$ cat config.mk
export PLATFORM = sky130hd
export DESIGN_NAME = game_controller
export DESIGN_NICKNAME = d
export VERILOG_FILES = /design/src/rtl/game_controller.sv
export SDC_FILE = /design/constraint.sdc
export NUM_CORES = 1
export LEC_CHECK = 0
export CAP_MARGIN = 10
export CELL_PAD_IN_SITES_DETAIL_PLACEMENT = 1
export CELL_PAD_IN_SITES_GLOBAL_PLACEMENT = 2
export CORE_ASPECT_RATIO = 2
export CORE_MARGIN = 2
export CORE_UTILIZATION = 40
export CTS_BUF_LIST = sky130_fd_sc_hd__clkbuf_4
export DETAILED_ROUTE_END_ITERATION = 7
export HOLD_SLACK_MARGIN = 0.15
export PLACE_DENSITY = 0.86
export SLEW_MARGIN = 30
export SYNTH_ARGS = -nofsm -noshare
export SYNTH_HDL_FRONTEND = slang
export SYNTH_SLANG_ARGS = --single-unit
$ cat constraint.sdc
create_clock -name clk -period 5.5 [get_ports clk]
set_input_delay 1.1 -clock clk [delete_from_list [all_inputs] [get_ports clk]]
set_output_delay 1.1 -clock clk [all_outputs]
set_load 0.02 [all_outputs]
$ cat src/rtl/game_controller.sv
`default_nettype none
// ============================================================================
// Module   : game_controller
// Brief    : Pong match sequencer. Holds both players' lives and runs the
//            IDLE/SERVE/PLAY/POINT/OVER flow from start presses, ball-loss
//            edges and vsync frame ticks. Drives ball run/re-centre enables,
//            serve direction and game-over/winner status.
// Revision : 1.0 - initial release
// ============================================================================
module game_controller #(
  parameter int LIVES        = 3,
  parameter int SERVE_FRAMES = 60,
  parameter int POINT_FRAMES = 90
) (
  input  logic       clk,
  input  logic       reset,
  input  logic       vsync,
  input  logic       start,
  input  logic       pierdei,
  input  logic       pierded,
  output logic [2:0] vidasi,
  output logic [2:0] vidasd,
  output logic       ball_run,
  output logic       ball_reset,
  output logic       serve_dir,
  output logic       game_over,
  output logic [1:0] winner
);

  localparam logic [2:0] c_ST_IDLE  = 3'd0;
  localparam logic [2:0] c_ST_SERVE = 3'd1;
  localparam logic [2:0] c_ST_PLAY  = 3'd2;
  localparam logic [2:0] c_ST_POINT = 3'd3;
  localparam logic [2:0] c_ST_OVER  = 3'd4;

  localparam logic [2:0] c_LIVES      = 3'(LIVES);
  localparam logic [7:0] c_SERVE_LAST = 8'(SERVE_FRAMES);
  localparam logic [7:0] c_POINT_LAST = 8'(POINT_FRAMES);

  logic [2:0] r_state;
  logic [7:0] r_cnt;
  logic       r_start_s1, r_start_s2, r_start_d;
  logic       r_vs_s1, r_vs_s2, r_vs_d;
  logic       r_pi_d, r_pd_d;
  logic [2:0] r_vi, r_vd;
  logic       r_run, r_brst, r_dir, r_go;
  logic [1:0] r_win;

  logic       w_start_rise, w_frame_tick, w_loss_i, w_loss_d;
  logic [7:0] w_cnt_inc;
  logic [2:0] w_state_nxt, w_vi_nxt, w_vd_nxt;
  logic       w_dir_nxt;
  logic [1:0] w_win_nxt;

  assign w_start_rise = r_start_s2 & ~r_start_d;
  assign w_frame_tick = r_vs_d & ~r_vs_s2;
  // Loss inputs are already in the clk domain; only the edge matters so a
  // held miss level is charged exactly once.
  assign w_loss_i     = pierdei & ~r_pi_d;
  assign w_loss_d     = pierded & ~r_pd_d;
  assign w_cnt_inc    = r_cnt + 8'd1;

  // Input conditioning: synchronisers and edge-detect history
  always_ff @(posedge clk or negedge reset) begin
    if (!reset) begin
      r_start_s1 <= 1'b0;
      r_start_s2 <= 1'b0;
      r_start_d  <= 1'b0;
      r_vs_s1    <= 1'b0;
      r_vs_s2    <= 1'b0;
      r_vs_d     <= 1'b0;
      r_pi_d     <= 1'b0;
      r_pd_d     <= 1'b0;
    end else begin
      r_start_s1 <= start;
      r_start_s2 <= r_start_s1;
      r_start_d  <= r_start_s2;
      r_vs_s1    <= vsync;
      r_vs_s2    <= r_vs_s1;
      r_vs_d     <= r_vs_s2;
      r_pi_d     <= pierdei;
      r_pd_d     <= pierded;
    end
  end

  // Next-state, lives, serve direction and winner decisions
  always_comb begin
    w_state_nxt = r_state;
    w_vi_nxt    = r_vi;
    w_vd_nxt    = r_vd;
    w_dir_nxt   = r_dir;
    w_win_nxt   = r_win;
    case (r_state)
      c_ST_IDLE, c_ST_OVER: begin
        if (w_start_rise) begin
          w_vi_nxt    = c_LIVES;
          w_vd_nxt    = c_LIVES;
          w_win_nxt   = 2'b00;
          w_state_nxt = c_ST_SERVE;
        end
      end
      c_ST_SERVE: begin
        if (w_frame_tick && (w_cnt_inc == c_SERVE_LAST)) begin
          w_state_nxt = c_ST_PLAY;
        end
      end
      c_ST_PLAY: begin
        if (w_loss_i || w_loss_d) begin
          if (w_loss_i && (r_vi != 3'd0)) w_vi_nxt = r_vi - 3'd1;
          if (w_loss_d && (r_vd != 3'd0)) w_vd_nxt = r_vd - 3'd1;
          // Next serve goes toward the loser; a double miss keeps direction.
          if (w_loss_i && !w_loss_d) w_dir_nxt = 1'b0;
          if (w_loss_d && !w_loss_i) w_dir_nxt = 1'b1;
          w_state_nxt = c_ST_POINT;
        end
      end
      c_ST_POINT: begin
        if (w_frame_tick && (w_cnt_inc == c_POINT_LAST)) begin
          if ((r_vi == 3'd0) || (r_vd == 3'd0)) begin
            // bit1 = right wins (left out), bit0 = left wins (right out)
            w_win_nxt   = {(r_vi == 3'd0), (r_vd == 3'd0)};
            w_state_nxt = c_ST_OVER;
          end else begin
            w_state_nxt = c_ST_SERVE;
          end
        end
      end
      default: w_state_nxt = c_ST_IDLE;
    endcase
  end

  // State, frame counter and registered outputs decoded from the next state
  always_ff @(posedge clk or negedge reset) begin
    if (!reset) begin
      r_state <= c_ST_IDLE;
      r_cnt   <= 8'd0;
      r_vi    <= c_LIVES;
      r_vd    <= c_LIVES;
      r_dir   <= 1'b0;
      r_win   <= 2'b00;
      r_run   <= 1'b0;
      r_brst  <= 1'b1;
      r_go    <= 1'b0;
    end else begin
      r_state <= w_state_nxt;
      if (w_state_nxt != r_state) begin
        r_cnt <= 8'd0;
      end else if (w_frame_tick) begin
        r_cnt <= w_cnt_inc;
      end
      r_vi   <= w_vi_nxt;
      r_vd   <= w_vd_nxt;
      r_dir  <= w_dir_nxt;
      r_win  <= w_win_nxt;
      r_run  <= (w_state_nxt == c_ST_PLAY);
      r_brst <= (w_state_nxt == c_ST_IDLE) || (w_state_nxt == c_ST_SERVE) ||
                (w_state_nxt == c_ST_OVER);
      r_go   <= (w_state_nxt == c_ST_OVER);
    end
  end

  assign vidasi     = r_vi;
  assign vidasd     = r_vd;
  assign ball_run   = r_run;
  assign ball_reset = r_brst;
  assign serve_dir  = r_dir;
  assign game_over  = r_go;
  assign winner     = r_win;

endmodule
`default_nettype wire

==> reports/qor.log <==
[status] result of the run complete, no violations
[clock_network] number of post-CTS setup repair buffers 0
[routing] average routed wire per standard cell 17.0 um
[power_and_ir_drop] cell leakage power 0.874 nW
[worst_setup_path] crit-path max FO 4
[clock_network] Clock Latency Late Sink 0.33 ns
[floorplan] core area 4130 um2
[worst_setup_path] required time at the worst-slack endpoint 5.70 ns
[layout] number of filler cells placed in the layout 478
[power_and_ir_drop] PD cells 309 nW/um2
[power_and_ir_drop] proportion of total power due to net switching 0.333
[sta] count of endpoints failing hold in the final timing report 0
[sta] headroom to the max-slew limit 0.476
[worst_setup_path] startpoint types input port
[floorplan] horizontal die dimension 50.4 um
[clock_network] Clock Path Buffers 2
[synth] portion of the post-synthesis area used by sequential elements 0.455
[global_routing] Total Routing Usage GR 0.192
[min_path] Min-Delay Path Class register to register
[synth] number of distinct library cells after synthesis 44
[sta] setup repair after global routing missed its margin no
[global_routing] initial antenna violation count 0
[layout] proportion of layout cells with a drive suffix above 1 0.131
[layout] storage element area 782 um2
[synth] Warnings, synthesis 0
[floorplan] standard-cell row count 33
[min_path] Hold Path Cell Cnt 0
[layout] Final #Nets 205
[floorplan] count of boundary I/O pins 18
[sta] final-report setup violation count 0
[worst_setup_path] number of cell instances on the worst register-to-register path 7
[synth] ys async rst share 1.00
[synth] flip-flop cell with the highest count after synthesis dfrtp_1
[sta] Worst Skew 0.00915 ns
[power_and_ir_drop] total power after layout 0.618 mW
[power_and_ir_drop] P_int 0.413 mW
[routing] initial detailed-routing violation count 16
[routing] length of the first detailed-routing pass in iterations 3
[floorplan] Total Die Area 4870 um2
[placement] port buffer count 17
[layout] Area growth, synth to finish 16.4%
[sta] clock period minus final worst setup slack 2.86 ns
[worst_setup_path] data arrival time of the critical path 3.06 ns
[placement] HPWL reported at the end of detailed placement 3.18 mm
[routing] detail-routed via count per cell 5.48
[layout] number of antenna diodes 0
[routing] Detailed Route WL 4.14 mm
[power_and_ir_drop] part of the power in the clock network 0.279
[global_routing] first-pass GRT wire length 7.15 mm
[clock_network] Sink Count 31
[clock_network] CTS clock-pin slew for the worst setup and hold paths 0.10 ns
[routing] remaining number of nets flagged by the antenna check after routing 0
[global_routing] maximum number of pins on one net before global-route repair 32
[floorplan] height of the die 96.7 um
[sta] slew at the pin with the worst max-slew slack 0.785 ns
[clock_network] total clock buffers created by CTS 5
[synth] post-synthesis instance total 173
[synth] EDFF count, synth 0
[synth] Post-Syn Nets 188
[power_and_ir_drop] share of total power in combinational logic 0.231
[clock_network] level count of the clock H-tree 2
[sta] Post-Route Setup TNS 0 ns
[routing] detailed-route DRC error count 0
[sta] Final Cycle Share 0.521
[layout] multi-input gate area in the final layout 875 um2
[synth] Post-Synthesis Cell Area 1720 um2
[placement] Final GP Congestion 0.794
[worst_setup_path] endpoint kind of the worst setup timing path register
[synth] average cell area after synthesis 9.94 um2
[synth] total of flip-flops plus latches after synthesis 31
[clock_network] hold bufs inserted after CTS 0
[sta] maximum clock frequency 349 MHz
[clock_network] clock root buffer clkbuf_4
[sta] final count of pins violating max slew 0
[global_routing] total grt overflow 0
[global_routing] number of global-route vias before repair 1528
[clock_network] number of gates resized after CTS 0
[power_and_ir_drop] Peak VDD IR 0.151 mV
[flow_run] count of max-cap constraint violations 0
[power_and_ir_drop] sequential share of power 0.490
[clock_network] TritonCTS clock tree yes
[routing] total via count after detailed routing 1332
[power_and_ir_drop] net switching power 0.206 mW
[worst_setup_path] worst setup path class input port to register
[floorplan] effective utilization at floorplan 0.417
==> path summary, 6_finish.rpt <==
check	startpoint	to	slack, ns
hold reg to reg	r_vs_s1	r_vs_s2	0.36
min in group asynchronous	reset	r_state[1]	1.16
setup reg to reg	r_cnt[0]	r_cnt[3]	2.82
setup / recovery	pierdei	vidasd[2]	2.64
hold / removal	r_vs_s1	r_vs_s2	0.36
max in group asynchronous	reset	vidasd[1]	4.01
==> final cells by class <==
cell class,instances,share of cell area
clock buffer,5,0.0188
clock inverter,3,0.0194
inverter,7,0.0131
multi-input combinational,127,0.437
sequential,31,0.391
tap,52,0.0325
timing repair buffer,18,0.0887
==> cells by family after synthesis <==
group / synth area share
XOR/XNOR: 0.0560
buffers and inverters: 0.0371
multiplexers: 0.0247
flip-flops: 0.455
AND/OR/NAND/NOR: 0.239
AO/OA/AOI/OAI: 0.124
adder cells (fa/ha/maj): 0.0655
==> state kept, by name, indices dropped and copies added, names as in the netlist <==
register / flops
r_state: 3
r_start_s2: 1
ball_reset: 1
r_vs_d: 1
r_vs_s1: 1
ball_run: 1
r_pi_d: 1
vidasi: 3
r_pd_d: 1
r_vs_s2: 1
r_start_s1: 1
serve_dir: 1
game_over: 1
vidasd: 3
r_start_d: 1
r_cnt: 8
winner: 2
==> cells in the final DEF (no fill, tap or decap), drive strengths merged, types with 4 or more instances in the layout <==
cell,synthesis,final
nor2b,6,6
nand3,8,8
clkbuf,5,5
nand2b,10,10
ha,9,9
dfrtp,26,26
nor2,14,14
nand4,6,6
nand2,23,23
dfstp,5,5
xor2,6,6
a21oi,4,4
a31o,4,4
inv,7,7
clkdlybuf4s50,0,17
xnor2,5,5
==> critical path, cell delays in order <==
cell,delay (ns)
clkdlybuf4s50_1,0.48
nand2b_1,0.11
ha_1,0.24
a22o_1,0.27
nor4_1,0.50
nand2_1,0.13
xor2_1,0.17
nor2_1,0.06
==> routing by layer <==
layer / share of wire / global-route usage / vias up
li1: - / - / 630
met1: 0.37 / 0.197 / 669
met2: 0.58 / 0.359 / 21
met3: 0.019 / 0.0262 / 12
met4: 0.036 / 0.0977 / 0
met5: 0 / 0 / -
==> through the flow <==
stage	hold WS [ns]	util	setup slack, ns	cell area [um2]	cells
finish	0.356	0.485	2.64	2000	243
global route	0.365	0.485	2.47	2000	243
CTS	0.360	0.485	2.64	2000	243
detailed placement	0.338	0.466	2.25	1930	235
global placement	0.333	0.466	2.39	1930	235
floorplan	0.331	-	3.10	1720	173
==> power groups by stage <==
stage	registers [mW]	clock network [mW]	logic [mW]
3_3_place_gp	0.305	0	0.133
4_1_cts	0.305	0.180	0.146
3_5_place_dp	0.309	0	0.144
6_report	0.303	0.173	0.143
5_1_grt	0.310	0.186	0.162
2_1_floorplan	0.281	0	0.134
==> synth_stat cells (2+ instances only) <==
| cell | number | share of area |
|---|---|---|
| dfrtp_1 | 26 | 0.38 |
| nand2_1 | 22 | 0.048 |
| nor2_1 | 14 | 0.031 |
| nand2b_1 | 10 | 0.036 |
| ha_1 | 9 | 0.065 |
| inv_1 | 7 | 0.015 |
| nand3_1 | 7 | 0.020 |
| nand4_1 | 6 | 0.022 |
| nor2b_1 | 6 | 0.022 |
| xor2_1 | 6 | 0.031 |
| clkbuf_1 | 5 | 0.011 |
| dfstp_2 | 5 | 0.076 |
| xnor2_1 | 5 | 0.025 |
| a21oi_1 | 4 | 0.012 |
| a31o_2 | 4 | 0.020 |
| and2_1 | 2 | 0.0073 |
| and3_1 | 2 | 0.0073 |
| buf_4 | 2 | 0.0087 |
| mux2_2 | 2 | 0.013 |
| mux2i_1 | 2 | 0.012 |
| nor3_1 | 2 | 0.0058 |
| nor4b_1 | 2 | 0.010 |
| o21ai_0 | 2 | 0.0058 |
No activity file was read; power rests on OpenSTA's default activity.
